--- config.mk ---
export PLATFORM = sky130hd
export DESIGN_NAME = srt_digit_gen
export DESIGN_NICKNAME = d
export VERILOG_FILES = /design/src/rtl/srt_digit_gen.sv
export SDC_FILE = /design/constraint.sdc
export NUM_CORES = 1
export LEC_CHECK = 0
export ABC_AREA = 1
export CORE_MARGIN = 4
export CORE_UTILIZATION = 55
export CTS_BUF_LIST = sky130_fd_sc_hd__clkbuf_16
export DETAILED_ROUTE_END_ITERATION = 8
export PLACE_DENSITY = 0.88
export SLEW_MARGIN = 25
export SYNTH_ARGS = -nofsm -noshare
export SYNTH_HDL_FRONTEND = slang
export SYNTH_SLANG_ARGS = --single-unit
--- constraint.sdc ---
create_clock -name clk -period 3.8 [get_ports clk]
set_input_delay 0.38 -clock clk [delete_from_list [all_inputs] [get_ports clk]]
set_output_delay 0.38 -clock clk [all_outputs]
set_load 0.03 [all_outputs]
--- src/rtl/srt_digit_gen.sv ---
// Radix-2 SRT quotient digit generator, 16 digits MSB first.
// Digit 1 appears the cycle after the accepting edge; no stall, output consumer must keep up.
module srt_digit_gen (
   input  logic        clk,
   input  logic        reset,
   input  logic        start,
   input  logic [15:0] dividend,
   input  logic [15:0] divisor,
   output logic        ready,
   output logic        valid,
   output logic [1:0]  digit,
   output logic        last,
   output logic        done,
   output logic [18:0] rem,
   output logic        rem_neg,
   output logic        err
);

   typedef enum logic [1:0] {S_IDLE, S_RUN, S_DONE} state_t;

   localparam logic [1:0] DIG_ZERO = 2'b00;
   localparam logic [1:0] DIG_POS  = 2'b01;
   localparam logic [1:0] DIG_NEG  = 2'b10;

   state_t      state_q, state_d;
   logic [3:0]  cnt_q, cnt_d;
   logic [18:0] w_q, w_d;
   logic [15:0] d_q, d_d;
   logic        valid_q, valid_d;
   logic [1:0]  digit_q, digit_d;
   logic        last_q, last_d;
   logic        done_q, done_d;
   logic        err_q, err_d;
   logic [18:0] rem_q, rem_d;

   logic        accept;
   logic        reject;
   logic [18:0] step_w;
   logic [15:0] step_d;
   logic [18:0] p;
   logic [18:0] p_sub;
   logic [18:0] p_add;
   logic [18:0] step_w_nxt;
   logic [1:0]  step_dig;

   assign accept = (state_q == S_IDLE) && start && divisor[15] && (dividend < divisor);
   assign reject = (state_q == S_IDLE) && start && !accept;

   // The first step is taken from the live operands so digit 1 is ready one edge after accept.
   assign step_w = (state_q == S_IDLE) ? {3'b000, dividend} : w_q;
   assign step_d = (state_q == S_IDLE) ? divisor : d_q;

   assign p     = {step_w[17:0], 1'b0};
   assign p_sub = p - {3'b000, step_d};
   assign p_add = p + {3'b000, step_d};

   // Selection constants are +1/2 and -1/2 in Q3.16.
   always_comb begin
      step_w_nxt = p;
      step_dig   = DIG_ZERO;
      if ($signed(p) >= $signed(19'h08000)) begin
         step_w_nxt = p_sub;
         step_dig   = DIG_POS;
      end else if ($signed(p) < $signed(19'h78000)) begin
         step_w_nxt = p_add;
         step_dig   = DIG_NEG;
      end
   end

   always_comb begin
      state_d = state_q;
      cnt_d   = cnt_q;
      w_d     = w_q;
      d_d     = d_q;
      valid_d = 1'b0;
      digit_d = DIG_ZERO;
      last_d  = 1'b0;
      done_d  = 1'b0;
      err_d   = 1'b0;
      rem_d   = rem_q;
      case (state_q)
         S_IDLE: begin
            if (accept) begin
               state_d = S_RUN;
               cnt_d   = 4'd0;
               d_d     = divisor;
               w_d     = step_w_nxt;
               valid_d = 1'b1;
               digit_d = step_dig;
            end else if (reject) begin
               err_d = 1'b1;
            end
         end
         S_RUN: begin
            if (cnt_q == 4'd15) begin
               state_d = S_DONE;
               done_d  = 1'b1;
               rem_d   = w_q;
            end else begin
               cnt_d   = cnt_q + 4'd1;
               w_d     = step_w_nxt;
               valid_d = 1'b1;
               digit_d = step_dig;
               last_d  = (cnt_q == 4'd14);
            end
         end
         S_DONE: begin
            state_d = S_IDLE;
         end
         default: begin
            state_d = S_IDLE;
         end
      endcase
   end

   always_ff @(posedge clk or negedge reset) begin
      if (!reset) begin
         state_q <= S_IDLE;
         cnt_q   <= 4'd0;
         w_q     <= 19'd0;
         d_q     <= 16'd0;
         valid_q <= 1'b0;
         digit_q <= DIG_ZERO;
         last_q  <= 1'b0;
         done_q  <= 1'b0;
         err_q   <= 1'b0;
         rem_q   <= 19'd0;
      end else begin
         state_q <= state_d;
         cnt_q   <= cnt_d;
         w_q     <= w_d;
         d_q     <= d_d;
         valid_q <= valid_d;
         digit_q <= digit_d;
         last_q  <= last_d;
         done_q  <= done_d;
         err_q   <= err_d;
         rem_q   <= rem_d;
      end
   end

   assign ready   = (state_q == S_IDLE);
   assign valid   = valid_q;
   assign digit   = digit_q;
   assign last    = last_q;
   assign done    = done_q;
   assign err     = err_q;
   assign rem     = rem_q;
   assign rem_neg = rem_q[18];

endmodule
# --- Yosys cells after proc, flatten, opt, wreduce, memory -nomap -nowiden ---
# Index checks and enable logic that the tools add are counted.
word_totals:
  register_bits: 66
  inputBits: 35
  out_inout_bits: 27
  wordCells: 61
classes:
  addsub: 3
  magnitude_cmp: 3
  eq_ne: 6
  muxes: 28
  reduce_logical: 11
ops:
  columns: ["op", "n"]
  rows:
  - ["$mux W19", 4]
  - ["$pmux W19 S2", 1]
  - ["$add A19 B16 Y19", 1]
  - ["$ge A19 B17 Y1 const B", 1]
  - ["$lt A19 B16 Y1 const B", 1]
  - ["$sub A19 B16 Y19", 1]
  - ["$mux W18", 1]
  - ["$lt A16 B16 Y1", 1]
  - ["$mux W16", 1]
  - ["$mux W2", 6]
  - ["$mux W1", 9]
  - ["$eq A4 B4 Y1 const B", 2]
  - ["$mux W4", 2]
  - ["$pmux W2 S2", 2]
  - ["$pmux W4 S2", 1]
  - ["$reduce_and A2 Y1", 3]
  - ["$add A4 B1 Y4 const B", 1]
  - ["$logic_and A1 B1 Y1", 4]
  - ["$ne A2 B2 Y1 const B", 2]
  - ["$reduce_and A3 Y1", 1]
  - ["$eq A2 B1 Y1 const B", 1]
  - ["$logic_not A2 Y1", 1]
  - ["$ne A2 B1 Y1 const B", 1]
  - ["$pmux W1 S2", 1]
  - ["other kinds (2)", 2]

# --- Logic depth before layout (Yosys ltp) ---
# Gate-level depths: netlist of run 1.
depth:
  ltp_word: 9
  ltp_mapped: 22
  ltp_nobuf: 19

# --- Worst setup path before layout of run 1 ---
# OpenSTA, ideal clock, no wires.
synth_timing:
  path_kind: "register -> register"
  startpoint: "reg state_q[1]"
  endpoint: "reg w_q[13]"
  setup_ns: 0.117
  t_arrival_ns: 2.599
  t_required_ns: 3.683
  path_slack_ns: 1.084
  stages_incl_launch_ff: 20
  path_buffers: 2
  period_less_slack_ns: 2.716
  cell_sequence: "dfrtp_1 > nor2_2 > buf_6 > buf_2 > o21ai_0 > ha_1 > inv_1 > fa_1 > inv_1 > nand3_1 > nand3_1 > nand2_1 > nand2_1 > nand2_1 > nand3_1 > nand3_1 > nand2_1 > nand2_1 > nand2_1 > nand2_1"
synth_between:
  elab_chain_len: 7
  word_cells_on_any_way: 20
  classes_between: "2 x add/sub; 2 x order compare; 3 x eq/ne; 7 x mux; 6 x reduce/logical"
synth_lines:
  columns: ["item", "line", "text"]
  rows:
  - ["start: declaration", "25", "state_t state_q, state_d;"]
  - ["start signal: assignment", "129", "state_q <= state_d;"]
  - ["$logic_not A2 Y1", null, null]
  - ["$mux W18 / $mux W16 (equally long branches)", "50, 51", null]
  - ["$add A19 B16 Y19 / $lt A19 B16 Y1 (equally long branches)", "55, 64", null]
  - ["$mux W19", "64", "end else if ($signed(p) < $signed(19'h78000)) begin"]
  - ["$mux W19", "61", "if ($signed(p) >= $signed(19'h08000)) begin"]
  - ["$mux W19 (on tied branches)", "95, 83", null]
  - ["$pmux W19 S2", "81", "case (state_q)"]
  - ["end signal: assignment", "131", "w_q <= w_d;"]
  - ["end: declaration", "27", "logic [18:0] w_q, w_d;"]
# Several ways; a longest one is shown, not always the timed one. The select of a mux whose other input is x is not followed.
# A chain may end at the register's enable or synchronous reset.

# --- Worst setup path after layout of run 1 ---
layout_timing:
  startpoint: "reg state_q[1]"
  endpoint: "reg w_q[16]"
# The elaborated chain is that of the path after synthesis.

==> results of run 1 <==
metrics by stage:
step	setup slack (ns)	instances
after CTS	0.697	1050
after floorplan	1.08	867
after detailed placement	0.729	1035
after global placement	0.751	1035
final	0.584	1050
after global routing	0.382	1050
state kept, by name, summed over array words and instances, names as in the netlist:
| register | cells |
|---|---|
| err | 1 |
| rem | 19 |
| done | 1 |
| last | 1 |
| d_q | 16 |
| valid | 1 |
| w_q | 19 |
| digit | 2 |
| state_q | 2 |
| cnt_q | 4 |
kinds of logic (layout without fill, tap and decap cells):
logic type,after synthesis,count (layout),synth area share
and+or+nand+nor,444,444,0.320
buffers and inverters,173,223,0.125
AOI/OAI and AO/OA,109,109,0.103
DFF,66,66,0.293
adders and majority gates,49,49,0.112
muxes,14,14,0.0278
xor gates and xnor gates,12,12,0.0187
synth_stat cells (3+ instances only):
cell and instances:
nand4_1 8, mux2_2 13, a21oi_1 30, dfrtp_1 66, nand2_2 5, buf_6 3, o21ai_1 14, nand3_1 54
nand2_1 290, inv_1 137, ha_1 47, xor2_1 9, buf_4 3, nor3_1 6, o21bai_1 4, nand3b_1 3
inv_2 4, buf_2 18, clkbuf_1 8, xnor2_1 3, nor2_2 3, a21o_1 3, o21ai_0 52, nor2_1 72
cell type report:
cell class / count / share of cell area
clock buffers: 9 / 0.0343
multi-input cells: 628 / 0.499
flip-flops and latches: 66 / 0.252
inverters: 141 / 0.0806
clock inverters: 6 / 0.00762
well taps: 133 / 0.0254
repair buffers: 67 / 0.101
how the worst min path moves through the flow:
stage                          end  slack [ns]  cells after the start
after detailed placement   d_q[15]        0.44                      2
after global placement     d_q[15]        0.44                      2
after floorplan           cnt_q[0]        0.08                      0
after CTS                   rem[7]        0.21                      1
final                       rem[7]        0.19                      1
after global routing        rem[7]        0.26                      1
critical path: stages (launching register included):
cell     delay [ns]
dfrtp_1        0.44
nor2_4         0.52
buf_12         0.23
o21ai_0        0.27
ha_1           0.56
inv_1          0.16
a21oi_1        0.27
nand2_1        0.09
a21oi_1        0.13
nand2_1        0.08
nand2_1        0.09
nand4_1        0.08
nand3_1        0.10
nand2_1        0.06
metal layers:
layer | vias to the layer above | track usage | routed length (um)
met3 | 55 | 0.0503 | 1460
li1 | 2790 | - | -
met5 | - | 0 | 0
met2 | 272 | 0.459 | 7420
met4 | 0 | 0.126 | 666
met1 | 2588 | 0.346 | 6310
cells in the final DEF, fill, tap and decap left out, types with 5 or more instances in the layout:
cell               n
nand2_1          290
inv_1            138
nor2_1            72
dfrtp_1           66
clkdlybuf4s50_1   60
nand3_1           54
o21ai_0           52
ha_1              47
a21oi_1           30
o21ai_1           14
mux2_2            13
xor2_1             9
clkbuf_16          9
nand4_1            8
nor3_1             6
nand2_2            5
buf_4              5
==> flow_summary_export.csv, run 1 <==
group,metric,value,unit
finish,diodes,0,
logic_synthesis,synth_nets,951,
critical_path,cp_max_fo,22,
floorplan,num_rows,36,
worst_hold_path,min_path_type,"in2async",
finish,multi_input_area,3280,sq um
critical_path,end_kind,"register",
logic_synthesis,synth_ff_type,"dfrtp_1",
clock_tree,cts_tree,"yes",
logic_synthesis,yosys_warnings,0,
sta,worstMarginPinSlew,0.915,ns
floorplan,io_pins,62,
critical_path,required,4.01,ns
floorplan,initial_utilization,0.571,
logic_synthesis,yosysTopAreaCell,"dfrtp_1",
sta,rsz0062_at_grt,"no",
sta,setup_viol,0,
logic_synthesis,synth_cells,867,
status,status,"completed",
finish,finalNetCount,997,
logic_synthesis,netlist_area,5630,sq um
sta,fmax,0.311,GHz
finish,syn_to_final_growth,16.6,%
critical_path,endpoint,"w_q[16]",
drt,routed_wl,15900,um
critical_path,crit_arrival,3.43,ns
floorplan,core_area,9860,sq um
logic_synthesis,yosys.area.top_type_share,0.293,
finish,layout-drive-gt1-share,0.0513,
sta,slew_viol_final,0,
global_routing,grt_use_total,0.275,
logic_synthesis,avgSynthCellArea,6.49,sq um
logic_synthesis,ys_types,33,
critical_path,crit_path_start_kind,"register",
drt,drtIter0Drc,552,
finish,utilization,0.665,
critical_path,startpoint,"state_q[1]",
placement,io_buffers,61,
logic_synthesis,ys_seq_area_frac,0.293,
logic_synthesis,ys_ff_latch,66,
sta,period_share,0.846,
clock_tree,cts.path.max_buffers,2,
drt,dr.pass1.iters,5,
drt,ant_nets,0,
critical_path,rr_endpoint,"w_q[16]",
placement,detailed_place_hpwl,12400,um
logic_synthesis,synth_edf_count,0,
placement,placed_area,6290,sq um
finish,fillerInstances,813,
sta,max_slew_margin,0.390,
logic_synthesis,synth_area_leaders,"dfrtp_1, nand2_1, ha_1",
sta,final-hold-violation-count,0,
floorplan,die_area,11900,sq um
floorplan,die_h,109,um
placement,place_congestion,1.06,
global_routing,grt-ovfl-total,0,
finish,finalInstanceArea,6560,sq um
drt,vias,5705,
global_routing,antenna_found_initial,0,
critical_path,rr_worst_depth,13,
sta,hold_slack,0.187,ns
drt,viasPerCell,5.43,
critical_path,reg2reg_from,"state_q[1]",
clock_tree,hold_buffers,0,
clock_tree,cts_max_level,3,
clock_tree,cts-resized-gates,0,
drt,wire_per_inst,15.1,um
finish,regArea,1650,sq um
flow_run,maxCapViolCount,0,
critical_path,worstSetupPathType,"reg2reg",
clock_tree,cts_made_buffers,9,
drt,drc,0,
floorplan,die_width,109,um
logic_synthesis,async_reset_ff_frac,1.00,
clock_tree,postCtsSetupRepairBufs,0,
global_routing,grt_pass1_vias,5352,
sta,setup_tns,0,ns
clock_tree,clk_latency,0.33,ns
global_routing,grt_pass1_wl,25300,um
sta,final.min_clock_period,3.22,ns
global_routing,grt_max_degree,42,
clock_tree,clockRootBuffer,"clkbuf_16",
critical_path,r2r_slack,0.58,ns
clock_tree,cts.clk_slew.worst_paths,0.05,ns
clock_tree,cts.sinks,66,
sta,skew,0.00681,ns
Power of run 1 is left out: the tool's default activity adds up to more than one toggle a clock period on the data nets, which glitch-free logic cannot reach.
==> run 2, diff against run 1 <==
Clock period 3.8 ns to 3.3 ns, I/O delays scaled along.
==> run 2 against run 1 <==
Non-clock buffer count rose by 3. Register-to-register slack got worse by 0.23 ns. Clock-buffer cell count did not move. Cell count rose by 0.38%. Critical path depth rose by 2. Worst setup slack got worse by 0.23 ns. Clock skew barely moved. Die area did not move. Via count rose by 0.23%. First-iteration DRC count fell by 3.8%. Highest routed layer unchanged.
==> flow_summary_export.csv, run 2 (same netlist as run 1, synthesis figures left out) <==
group,metric,value,unit
sta,worstMarginPinSlew,0.825,ns
flow_run,maxCapViolCount,0,
global_routing,grt_max_degree,67,
clock_tree,cts_tree,"yes",
finish,diodes,0,
floorplan,num_rows,36,
floorplan,initial_utilization,0.571,
sta,final.min_clock_period,2.95,ns
floorplan,io_pins,62,
finish,syn_to_final_growth,16.6,%
finish,layout-drive-gt1-share,0.0597,
clock_tree,cts_made_buffers,9,
sta,max_slew_margin,0.450,
placement,detailed_place_hpwl,12200,um
global_routing,antenna_found_initial,0,
critical_path,worstSetupPathType,"reg2reg",
sta,final-hold-violation-count,0,
sta,skew,0.00676,ns
sta,setup_viol,0,
critical_path,cp_max_fo,13,
clock_tree,cts.path.max_buffers,2,
finish,final_common_cell,"nand2_1",
finish,regArea,1650,sq um
clock_tree,cts.sinks,66,
finish,final_cell_mix,"nand2_1, inv_1, nor2_1",
status,status,"completed",
finish,multi_input_area,3280,sq um
sta,fmax,0.339,GHz
drt,vias,5718,
placement,place_congestion,0.982,
sta,slew_viol_final,0,
clock_tree,clk_latency,0.33,ns
drt,drtIter0Drc,531,
drt,ant_nets,0,
finish,fillerInstances,860,
floorplan,die_h,109,um
clock_tree,cts.clk_slew.worst_paths,0.06,ns
global_routing,grt_use_total,0.272,
finish,finalNetCount,1001,
global_routing,grt_pass1_vias,5367,
placement,io_buffers,61,
drt,wire_per_inst,14.8,um
sta,rsz0062_at_grt,"no",
floorplan,core_area,9860,sq um
worst_hold_path,min_path_type,"in2async",
global_routing,grt-ovfl-total,0,
critical_path,end_kind,"register",
clock_tree,clockRootBuffer,"clkbuf_16",
drt,dr.pass1.iters,6,
sta,period_share,0.894,
drt,routed_wl,15600,um
global_routing,grt_pass1_wl,25300,um
critical_path,crit_arrival,3.21,ns
floorplan,die_area,11900,sq um
drt,viasPerCell,5.43,
critical_path,crit_path_start_kind,"register",
clock_tree,hold_buffers,0,
sta,setup_tns,0,ns
floorplan,die_width,109,um
clock_tree,cts_max_level,3,
drt,drc,0,
critical_path,required,3.56,ns
[run 2: changes by cell type in the layout (fill, tap and decap cells not counted), moves of 2 or more]
cell | before | now
clkinv_2 | 1 | 4
clkinv_1 | 3 | 0
buf_4 | 5 | 9
clkinvlp_4 | 0 | 2
[run 2: worst paths after layout]
check	cells after the start	end	slack, ns	start
max reg2reg	15	w_q[10]	0.35	state_q[1]
min	2	cnt_q[3]	0.18	reset
min in group clk	2	d_q[15]	0.47	d_q[15]
max in group asynchronous	2	rem[15]	2.57	reset
min reg2reg	2	d_q[15]	0.47	d_q[15]
max	15	w_q[10]	0.35	state_q[1]
[run 2: stage by stage]
stage / hold WS [ns] / worst slack, ns / std cells / utilization / cell area [sq um]
6_report: 0.175 / 0.351 / 1054 / 0.666 / 6570
5_1_grt: 0.267 / 0.0531 / 1054 / 0.666 / 6570
4_1_cts: 0.212 / 0.256 / 1053 / 0.665 / 6560
3_5_place_dp: 0.444 / 0.245 / 1038 / 0.639 / 6300
3_3_place_gp: 0.441 / 0.311 / 1038 / 0.639 / 6300
2_1_floorplan: 0.0344 / 0.584 / 867 / - / 5630
[run 2: critical path, cell delays in order, from the launching register on]
cell and delay, ns:
dfrtp_1 0.47, nor2_4 0.30, buf_4 0.20, mux2i_1 0.17, inv_1 0.09, ha_1 0.40
nor2_1 0.26, nand2_1 0.08, nand3b_1 0.16, nand2_1 0.17, nand2_1 0.07, nand2_1 0.08
nor2_1 0.04, o21ai_1 0.24, nand2_1 0.08, nand2_1 0.06
[run 2: repair_timing]
item	4_1_cts	5_1_grt
setup buffers	0	0
gates resized for setup	0	1
setup endpoints to repair	0	8
[run 2: final cells by class]
cell class,instances,share of cell area
Clock buffer,9,0.0343
Multi-Input combinational cell,629,0.500
Clock inverter,6,0.00534
Inverter,141,0.0806
Tap cell,133,0.0253
Timing Repair Buffer,70,0.103
Sequential cell,66,0.252
[run 2: layer usage]
layer,GRT usage,vias to the layer above,share of wire
met5,0,-,0
met4,0.132,0,0.046
met2,0.437,267,0.46
met1,0.360,2619,0.41
li1,-,2791,-
met3,0.0397,41,0.080
Power of run 2 is left out for the same reason.
